[src/rtl/pipe_ctrl_pkg.sv]
// Shared types and constants for the pipeline hazard/stall controller.
package pipe_ctrl_pkg;

  localparam int unsigned REG_IDX_W = 5;
  localparam logic [REG_IDX_W-1:0] REG_ZERO = 5'd0;

  typedef enum logic {
    S_RUN      = 1'b0,
    S_MEM_WAIT = 1'b1
  } state_t;

endpackage

[src/rtl/pipe_hazard_ctrl_hazard_detect.sv]
// Load-use hazard detection: load in EX writes a register the ID instruction reads.
module hazard_detect
  import pipe_ctrl_pkg::*;
(
  input  logic                 ex_memread_i,
  input  logic [REG_IDX_W-1:0] ex_rt_i,
  input  logic [REG_IDX_W-1:0] id_rs_i,
  input  logic [REG_IDX_W-1:0] id_rt_i,
  input  logic                 id_uses_rt_i,
  output logic                 lu_o
);

  // $zero is never a real dependency.
  assign lu_o = ex_memread_i && (ex_rt_i != REG_ZERO) &&
                ((ex_rt_i == id_rs_i) || (id_uses_rt_i && (ex_rt_i == id_rt_i)));

endmodule

[src/rtl/pipe_hazard_ctrl.sv]
// Pipeline control: D-cache miss freeze, load-use bubble, branch/jump flush.
// Optional performance counters are built when PIPE_HAZARD_PERF_EN is defined.
module pipe_hazard_ctrl
  import pipe_ctrl_pkg::*;
#(
  parameter int unsigned MEM_TIMEOUT = 256,
  parameter int unsigned CNT_W       = 32
) (
  input  logic                 clk_i,
  input  logic                 rst_i,
  input  logic [REG_IDX_W-1:0] id_rs_i,
  input  logic [REG_IDX_W-1:0] id_rt_i,
  input  logic                 id_uses_rt_i,
  input  logic                 ex_memread_i,
  input  logic [REG_IDX_W-1:0] ex_rt_i,
  input  logic                 branch_taken_i,
  input  logic                 jump_i,
  input  logic                 dcache_req_i,
  input  logic                 dcache_ack_i,
  output logic                 pc_write_o,
  output logic                 ifid_hazard_o,
  output logic                 ifid_flush_o,
  output logic                 ifid_stall_o,
  output logic                 idex_bubble_o,
  output logic                 pipe_stall_o,
  output logic                 mem_timeout_o
`ifdef PIPE_HAZARD_PERF_EN
  ,
  output logic [CNT_W-1:0]     perf_memstall_o,
  output logic [CNT_W-1:0]     perf_bubble_o,
  output logic [CNT_W-1:0]     perf_flush_o
`endif
);

  localparam int unsigned WAIT_W = $clog2(MEM_TIMEOUT);
  localparam logic [WAIT_W-1:0] WAIT_MAX = WAIT_W'(MEM_TIMEOUT - 1);
  localparam logic [WAIT_W-1:0] WAIT_PRE = WAIT_W'(MEM_TIMEOUT - 2);

  if (MEM_TIMEOUT < 2 || CNT_W < 1) begin : g_param_check
    $error("pipe_hazard_ctrl: MEM_TIMEOUT must be >= 2 and CNT_W >= 1");
  end

  state_t            state_q, state_d;
  logic [WAIT_W-1:0] wait_cnt_q;
  logic              mem_timeout_q;
  logic              memstall;
  logic              lu;

  hazard_detect u_hazard_detect (
    .ex_memread_i (ex_memread_i),
    .ex_rt_i      (ex_rt_i),
    .id_rs_i      (id_rs_i),
    .id_rt_i      (id_rt_i),
    .id_uses_rt_i (id_uses_rt_i),
    .lu_o         (lu)
  );

  // Next state and priority mux: memstall > load-use > flush.
  always_comb begin
    state_d       = state_q;
    memstall      = 1'b0;
    pc_write_o    = 1'b1;
    ifid_hazard_o = 1'b0;
    ifid_flush_o  = 1'b0;
    ifid_stall_o  = 1'b0;
    idex_bubble_o = 1'b0;
    pipe_stall_o  = 1'b0;

    case (state_q)
      S_RUN: begin
        if (dcache_req_i && !dcache_ack_i) begin
          memstall = 1'b1;
          state_d  = S_MEM_WAIT;
        end
      end
      S_MEM_WAIT: begin
        if (dcache_ack_i) state_d = S_RUN;
        else              memstall = 1'b1;
      end
      default: state_d = S_RUN;
    endcase

    if (memstall) begin
      pc_write_o   = 1'b0;
      ifid_stall_o = 1'b1;
      pipe_stall_o = 1'b1;
    end else if (lu) begin
      pc_write_o    = 1'b0;
      ifid_hazard_o = 1'b1;
      idex_bubble_o = 1'b1;
    end else if (branch_taken_i || jump_i) begin
      ifid_flush_o = 1'b1;
    end
  end

  // State, saturating miss-wait counter and sticky timeout flag.
  always_ff @(posedge clk_i) begin
    if (rst_i) begin
      state_q       <= S_RUN;
      wait_cnt_q    <= '0;
      mem_timeout_q <= 1'b0;
    end else begin
      state_q <= state_d;
      if (state_q == S_RUN && state_d == S_MEM_WAIT) begin
        wait_cnt_q <= '0;
      end else if (state_q == S_MEM_WAIT && !dcache_ack_i) begin
        if (wait_cnt_q != WAIT_MAX) wait_cnt_q <= wait_cnt_q + WAIT_W'(1);
        if (wait_cnt_q == WAIT_PRE) mem_timeout_q <= 1'b1;
      end
    end
  end

  assign mem_timeout_o = mem_timeout_q;

`ifdef PIPE_HAZARD_PERF_EN
  // Saturating counts of the cycles each condition won priority.
  always_ff @(posedge clk_i) begin
    if (rst_i) begin
      perf_memstall_o <= '0;
      perf_bubble_o   <= '0;
      perf_flush_o    <= '0;
    end else begin
      if (pipe_stall_o  && perf_memstall_o != '1) perf_memstall_o <= perf_memstall_o + CNT_W'(1);
      if (idex_bubble_o && perf_bubble_o   != '1) perf_bubble_o   <= perf_bubble_o + CNT_W'(1);
      if (ifid_flush_o  && perf_flush_o    != '1) perf_flush_o    <= perf_flush_o + CNT_W'(1);
    end
  end
`endif

endmodule

[config.mk]
export PLATFORM = sky130hd
export DESIGN_NAME = pipe_hazard_ctrl
export DESIGN_NICKNAME = d
export VERILOG_FILES = /design/src/rtl/pipe_ctrl_pkg.sv /design/src/rtl/pipe_hazard_ctrl_hazard_detect.sv /design/src/rtl/pipe_hazard_ctrl.sv
export SDC_FILE = /design/constraint.sdc
export NUM_CORES = 1
export LEC_CHECK = 0
export BUFFER_PORTS_ARGS = -buffer_cell sky130_fd_sc_hd__buf_2
export CAP_MARGIN = 20
export CORE_AREA = 2 2 42 44
export DETAILED_ROUTE_END_ITERATION = 16
export DIE_AREA = 0 0 44 46
export MAX_ROUTING_LAYER = met4
export PLACE_DENSITY = 0.83
export SYNTH_ARGS = -nofsm -noshare
export SYNTH_HDL_FRONTEND = slang
export SYNTH_HIERARCHICAL = 1
export SYNTH_SLANG_ARGS = --single-unit
export TNS_END_PERCENT = 10
[constraint.sdc]
create_clock -name clk_i -period 5 [get_ports clk_i]
set_clock_uncertainty 0.15 [all_clocks]
set_input_delay 1.25 -clock clk_i [delete_from_list [all_inputs] [get_ports clk_i]]
set_output_delay 1.25 -clock clk_i [all_outputs]
set_load 0.1 [all_outputs]
### After elaboration in Yosys (flattened, before gate mapping)

Index checks and enable logic that the tools add are counted.

| cells by class | value |
|---|---|
| add/sub/neg operators | 1 |
| equal/unequal tests | 4 |
| mux-type cells | 11 |
| bitwise gates (word level) | 2 |
| reductions and logical operators | 13 |

Operators by type and width:

| cell | number |
|---|---|
| 5-bit equality test | 2 |
| 1-bit 2-to-1 mux | 10 |
| 8-bit by 1-bit adder with 8-bit output (second input constant) | 1 |
| 8-bit equality test (second input constant) | 1 |
| 8-bit inequality test (second input constant) | 1 |
| 1-bit logical AND | 6 |
| 5-bit nonzero test | 1 |
| 3-bit AND reduction | 1 |
| 1-bit logical OR | 2 |
| 1-bit NOT | 2 |
| 1-bit one-hot mux with 2 select lines | 1 |
| 2-bit AND reduction | 1 |
| 2-bit OR reduction | 1 |
| 1-bit logical NOT | 1 |

| storage, ports and cells | value |
|---|---|
| register bits after elaboration | 10 |
| output and inout bits | 7 |

### Logic depth before layout (Yosys ltp)

| depth | value |
|---|---|
| depth in word-level cells | 7 |
| depth in mapped cells | 6 |
| mapped depth without buffers | 6 |

### Cells and area by module

Netlist, hierarchy kept.

Modules (own cells, without submodules):

| module | times used | cells an instance | area each (µm²) | sequential area each (µm²) |
|---|---|---|---|---|
| pipe_hazard_ctrl | 1 | 61 | 564.3 | 200.2 |
| hazard_detect | 1 | 17 | 132.6 | 0.0 |

### Least setup slack after synthesis

OpenSTA, ideal clock, no wires.

| path | value |
|---|---|
| path type | input port to output port |
| from | input dcache_req_i |
| to | output ifid_flush_o |
| data arrival time | 4.312 ns |
| data required time | 3.600 ns |
| path slack | -0.712 ns |
| stages on the path | 4 |
| cell sequence | nor2_1 nor2_1 nor2_1 o21a_1 |

| on the way | value |
|---|---|
| longest elaborated chain between the ends | 4 |

RTL lines:

| element | line | RTL |
|---|---|---|
| start, declared | pipe_hazard_ctrl.sv:18 | `input logic dcache_req_i,` |
| 1-bit logical AND | pipe_hazard_ctrl.sv:71 | `if (dcache_req_i && !dcache_ack_i) begin` |
| 1-bit 2-to-1 mux | pipe_hazard_ctrl.sv:71 |  |
| 1-bit one-hot mux with 2 select lines | pipe_hazard_ctrl.sv:69 | `case (state_q)` |
| 1-bit 2-to-1 mux | pipe_hazard_ctrl.sv:83 | `if (memstall) begin` |
| end, declared | pipe_hazard_ctrl.sv:22 | `output logic ifid_flush_o,` |

Every way passes these cells.

### Worst setup path after layout

| path | value |
|---|---|
| from | input ex_rt_i[1] |
| to | output ifid_flush_o |

| on the way | value |
|---|---|
| longest elaborated chain between the ends | 6 |

RTL lines:

| element | line | RTL |
|---|---|---|
| start, declared | pipe_hazard_ctrl.sv:15 | `input logic [REG_IDX_W-1:0] ex_rt_i,` |
| 5-bit equality test | pipe_hazard_ctrl_hazard_detect.sv:15 | `((ex_rt_i == id_rs_i) \|\| (id_uses_rt_i && (ex_rt_i == id_rt_i)));` |
| 1-bit logical AND | pipe_hazard_ctrl_hazard_detect.sv:15 |  |
| 1-bit logical OR | pipe_hazard_ctrl_hazard_detect.sv:15 |  |
| 1-bit logical AND * | pipe_hazard_ctrl_hazard_detect.sv:14 | `assign lu_o = ex_memread_i && (ex_rt_i != REG_ZERO) &&` |
| named net lu | pipe_hazard_ctrl.sv:47 | `logic lu;` |
| 1-bit 2-to-1 mux * | pipe_hazard_ctrl.sv:87 | `end else if (lu) begin` |
| 1-bit 2-to-1 mux * | pipe_hazard_ctrl.sv:83 |  |

The timed path passes the listed nets; every way through them passes the cells marked *.

==> flow_metrics.env <==
export IMPL_status="complete, no violations"
export IMPL_netlist_area_sq_um=697
export IMPL_cp_data_required_time_ns=3.60
export IMPL_io_pins=30
export IMPL_dr_total_vias=660
export IMPL_detail_route_antenna_nets=0
export IMPL_synth_seq_cells=10
export IMPL_clk_latency_ns=0.27
export IMPL_path_common_cell="buf_2"
export IMPL_fin_total_pwr_uw=188
export IMPL_period_share_pct=83.6
export IMPL_numCtsBuffers=3
export IMPL_drv_slew=0
export IMPL_drc_errors=0
export IMPL_final_cell_mix="buf_2 (29), dfxtp_1 (10), nor2_1 (8)"
export IMPL_min_from="mem_timeout_o"
export IMPL_drtPass1Iterations=4
export IMPL_yosysWarnings=6
export IMPL_cts_tree="done"
export IMPL_antenna_found_initial=0
export IMPL_nFillCells=152
export IMPL_start_util_pct=43.2
export IMPL_final_common_cell="buf_2"
export IMPL_tightestPinTransition_ns=0.487
export IMPL_post_cts_setup_buffers=0
export IMPL_worstSetupEndpointType="output pin"
export IMPL_hp_class="reg -> reg"
export IMPL_max_cap_violations=0
export IMPL_powerDensity_mw_per_mm2=217
export IMPL_port_buffers=29
export IMPL_grt_max_degree=10
export IMPL_grt_total_usage_pct=16.2
export IMPL_yosysUniqueCellTypes=30
export IMPL_finalSetupViolations=0
export IMPL_place_ws_ns=0.807
export IMPL_grt_pass1_vias=611
export IMPL_routed_wl_microns=1390
export IMPL_ys_seq_area_share_pct=28.7
export IMPL_start_kind="primary input"
export IMPL_clockBufferDepth=2
export IMPL_grt_pass1_wl_microns=2300
export IMPL_relSlewSlack_pct=67.8
export IMPL_final_hold_viol_count=0
export IMPL_drive_above_1_share_pct=37.7
export IMPL_vias_per_cell=5.37
export IMPL_power_leakage_uw=0.000382
export IMPL_avgSynthCellArea_sq_um=8.93
export IMPL_rows=15
export IMPL_top_usage_layer="met2"
export IMPL_post_route_min_period_ns=4.18
export IMPL_cts_resized=0
export IMPL_drtIter0Drc=1
export IMPL_fin_cells=123
export IMPL_slowest_stage="or4_1"
export IMPL_syn_to_final_growth_pct=23.9
export IMPL_dp_cells=120
export IMPL_nets=133
export IMPL_htreeDepth=1
export IMPL_mappedNetlistNets=103
export IMPL_placed_area_sq_um=841
export IMPL_final_setup_tns_ns=0
export IMPL_dp_hpwl_microns=1190
export IMPL_critPathMaxStageDelay_ns=0.52
export IMPL_syn_inst=78
export IMPL_clock_fmax_mhz=239
export IMPL_avgRoutedWirePerCell_microns=11.3
export IMPL_cts_hold_buf=0
export IMPL_die_area_sq_mm=0.00202
export IMPL_crit_arrival_ns=2.78
export IMPL_design_area_sq_um=863
export IMPL_gr_usage_met2_pct=30.9
export IMPL_numClockSinks=10
export IMPL_grt_use_met1_pct=15.3
export IMPL_path_clk_slew_ns=0.06
export IMPL_cp_cell_sequence="buf_2, or4_1, o21ai_1, a21oi_1, nor2_2, o21a_1, buf_2"
export IMPL_crit_path_start="ex_rt_i[1]"
export IMPL_die_width_microns=44
export IMPL_die_y_microns=46
export IMPL_timing_worst_setup_path_type="in -> out"
export IMPL_place_gp_congestion=0.795
export IMPL_coreArea_sq_mm=0.00161
export IMPL_cts_root_buffer="clkbuf_4"
export IMPL_setup_slack_ns=0.821
export IMPL_peakVddDrop_mv=0.128
export IMPL_rsz0062_at_grt="false"
export IMPL_reg2reg_from="wait_cnt_q[0]"
export IMPL_grt_ovfl_total=0
export IMPL_grtUsageMet3_pct=3.57
export IMPL_cp_max_fo=3
export IMPL_diodes=0
## flip-flops by register name, summed over array words and instances, names as in the netlist
register	count
mem_timeout_o	1
state_q	1
wait_cnt_q	8
## layout make-up
class                   count  area (sq um)  area share, %
clock buffers               3          22.5           2.61
inverters                   2          7.51          0.870
multi-input cells          62           467           54.1
flip-flops and latches     10           200           23.2
well taps                  17          21.3           2.46
repair buffers             29           145           16.8
## per-stage QoR
stage | util [%] | hold slack, ns
floorplan | - | 0.314
global placement | 52.1 | 0.311
detailed placement | 52.1 | 0.320
CTS | 53.5 | 0.338
global route | 53.5 | 0.362
finish | 53.5 | 0.333
## layer usage
metal	share of wire [%]	up-vias
met2	50	31
li1	-	335
met1	40	292
met3	7.9	2
met4	1.8	0
met5	0	-
## worst max-delay path: cells and delay by family
kind | cells | cell delay (ns)
simple gates | 2 | 0.65
buf+inv | 2 | 0.53
compound gates | 3 | 0.34
## final timing paths
kind / cells past startpoint / endpoint / slack, ns
max: 7 / ifid_flush_o / 0.82
max reg2reg: 3 / wait_cnt_q[1] / 3.45
min reg2reg: 2 / mem_timeout_o / 0.33
min: 2 / mem_timeout_o / 0.33
## kinds of logic after synthesis
group	share of synthesized area, %
buffers and inverters	5.39
xor gates and xnor gates	16.3
AOI/OAI and AO/OA	18.1
and+or+nand+nor	27.8
adders and majority gates	3.59
DFF	28.7
## power by group
part	total, uW	leakage, uW	switching (uW)	internal [uW]
Sequential	81.9	0.0000808	1.31	80.5
Clock	54.4	0.0000138	26.6	27.8
Combinational	51.4	0.000288	35.1	16.3
Total	188	0.000382	63.0	125
## synth_stat cells
| master | instances | area, sq um |
|---|---|---|
| nand2b_1 | 1 | 6.26 |
| and4b_2 | 1 | 11.3 |
| ha_1 | 2 | 25.0 |
| nor2b_1 | 2 | 12.5 |
| nand2_1 | 2 | 7.51 |
| o21ai_1 | 1 | 5.00 |
| a211oi_1 | 3 | 22.5 |
| a41oi_2 | 1 | 16.3 |
| or4_1 | 1 | 7.51 |
| inv_1 | 2 | 7.51 |
| nor2_1 | 10 | 37.5 |
| buf_4 | 2 | 15.0 |
| nor3_1 | 5 | 25.0 |
| clkbuf_1 | 1 | 3.75 |
| a21o_1 | 1 | 7.51 |
| and4_1 | 1 | 8.76 |
| nor4_2 | 1 | 12.5 |
| nand4_1 | 1 | 6.26 |
| a31oi_1 | 2 | 12.5 |
| nand3_1 | 5 | 25.0 |
| a21oi_1 | 4 | 20.0 |
| o21bai_1 | 1 | 7.51 |
| a2111oi_4 | 1 | 27.5 |
| o21a_1 | 1 | 7.51 |
| xor2_1 | 7 | 61.3 |
| nand4b_4 | 1 | 23.8 |
| xnor2_1 | 6 | 52.6 |
| dfxtp_1 | 10 | 200 |
| buf_6 | 1 | 11.3 |
| and4b_1 | 1 | 10.0 |
Power figures use the tool's default switching activity.
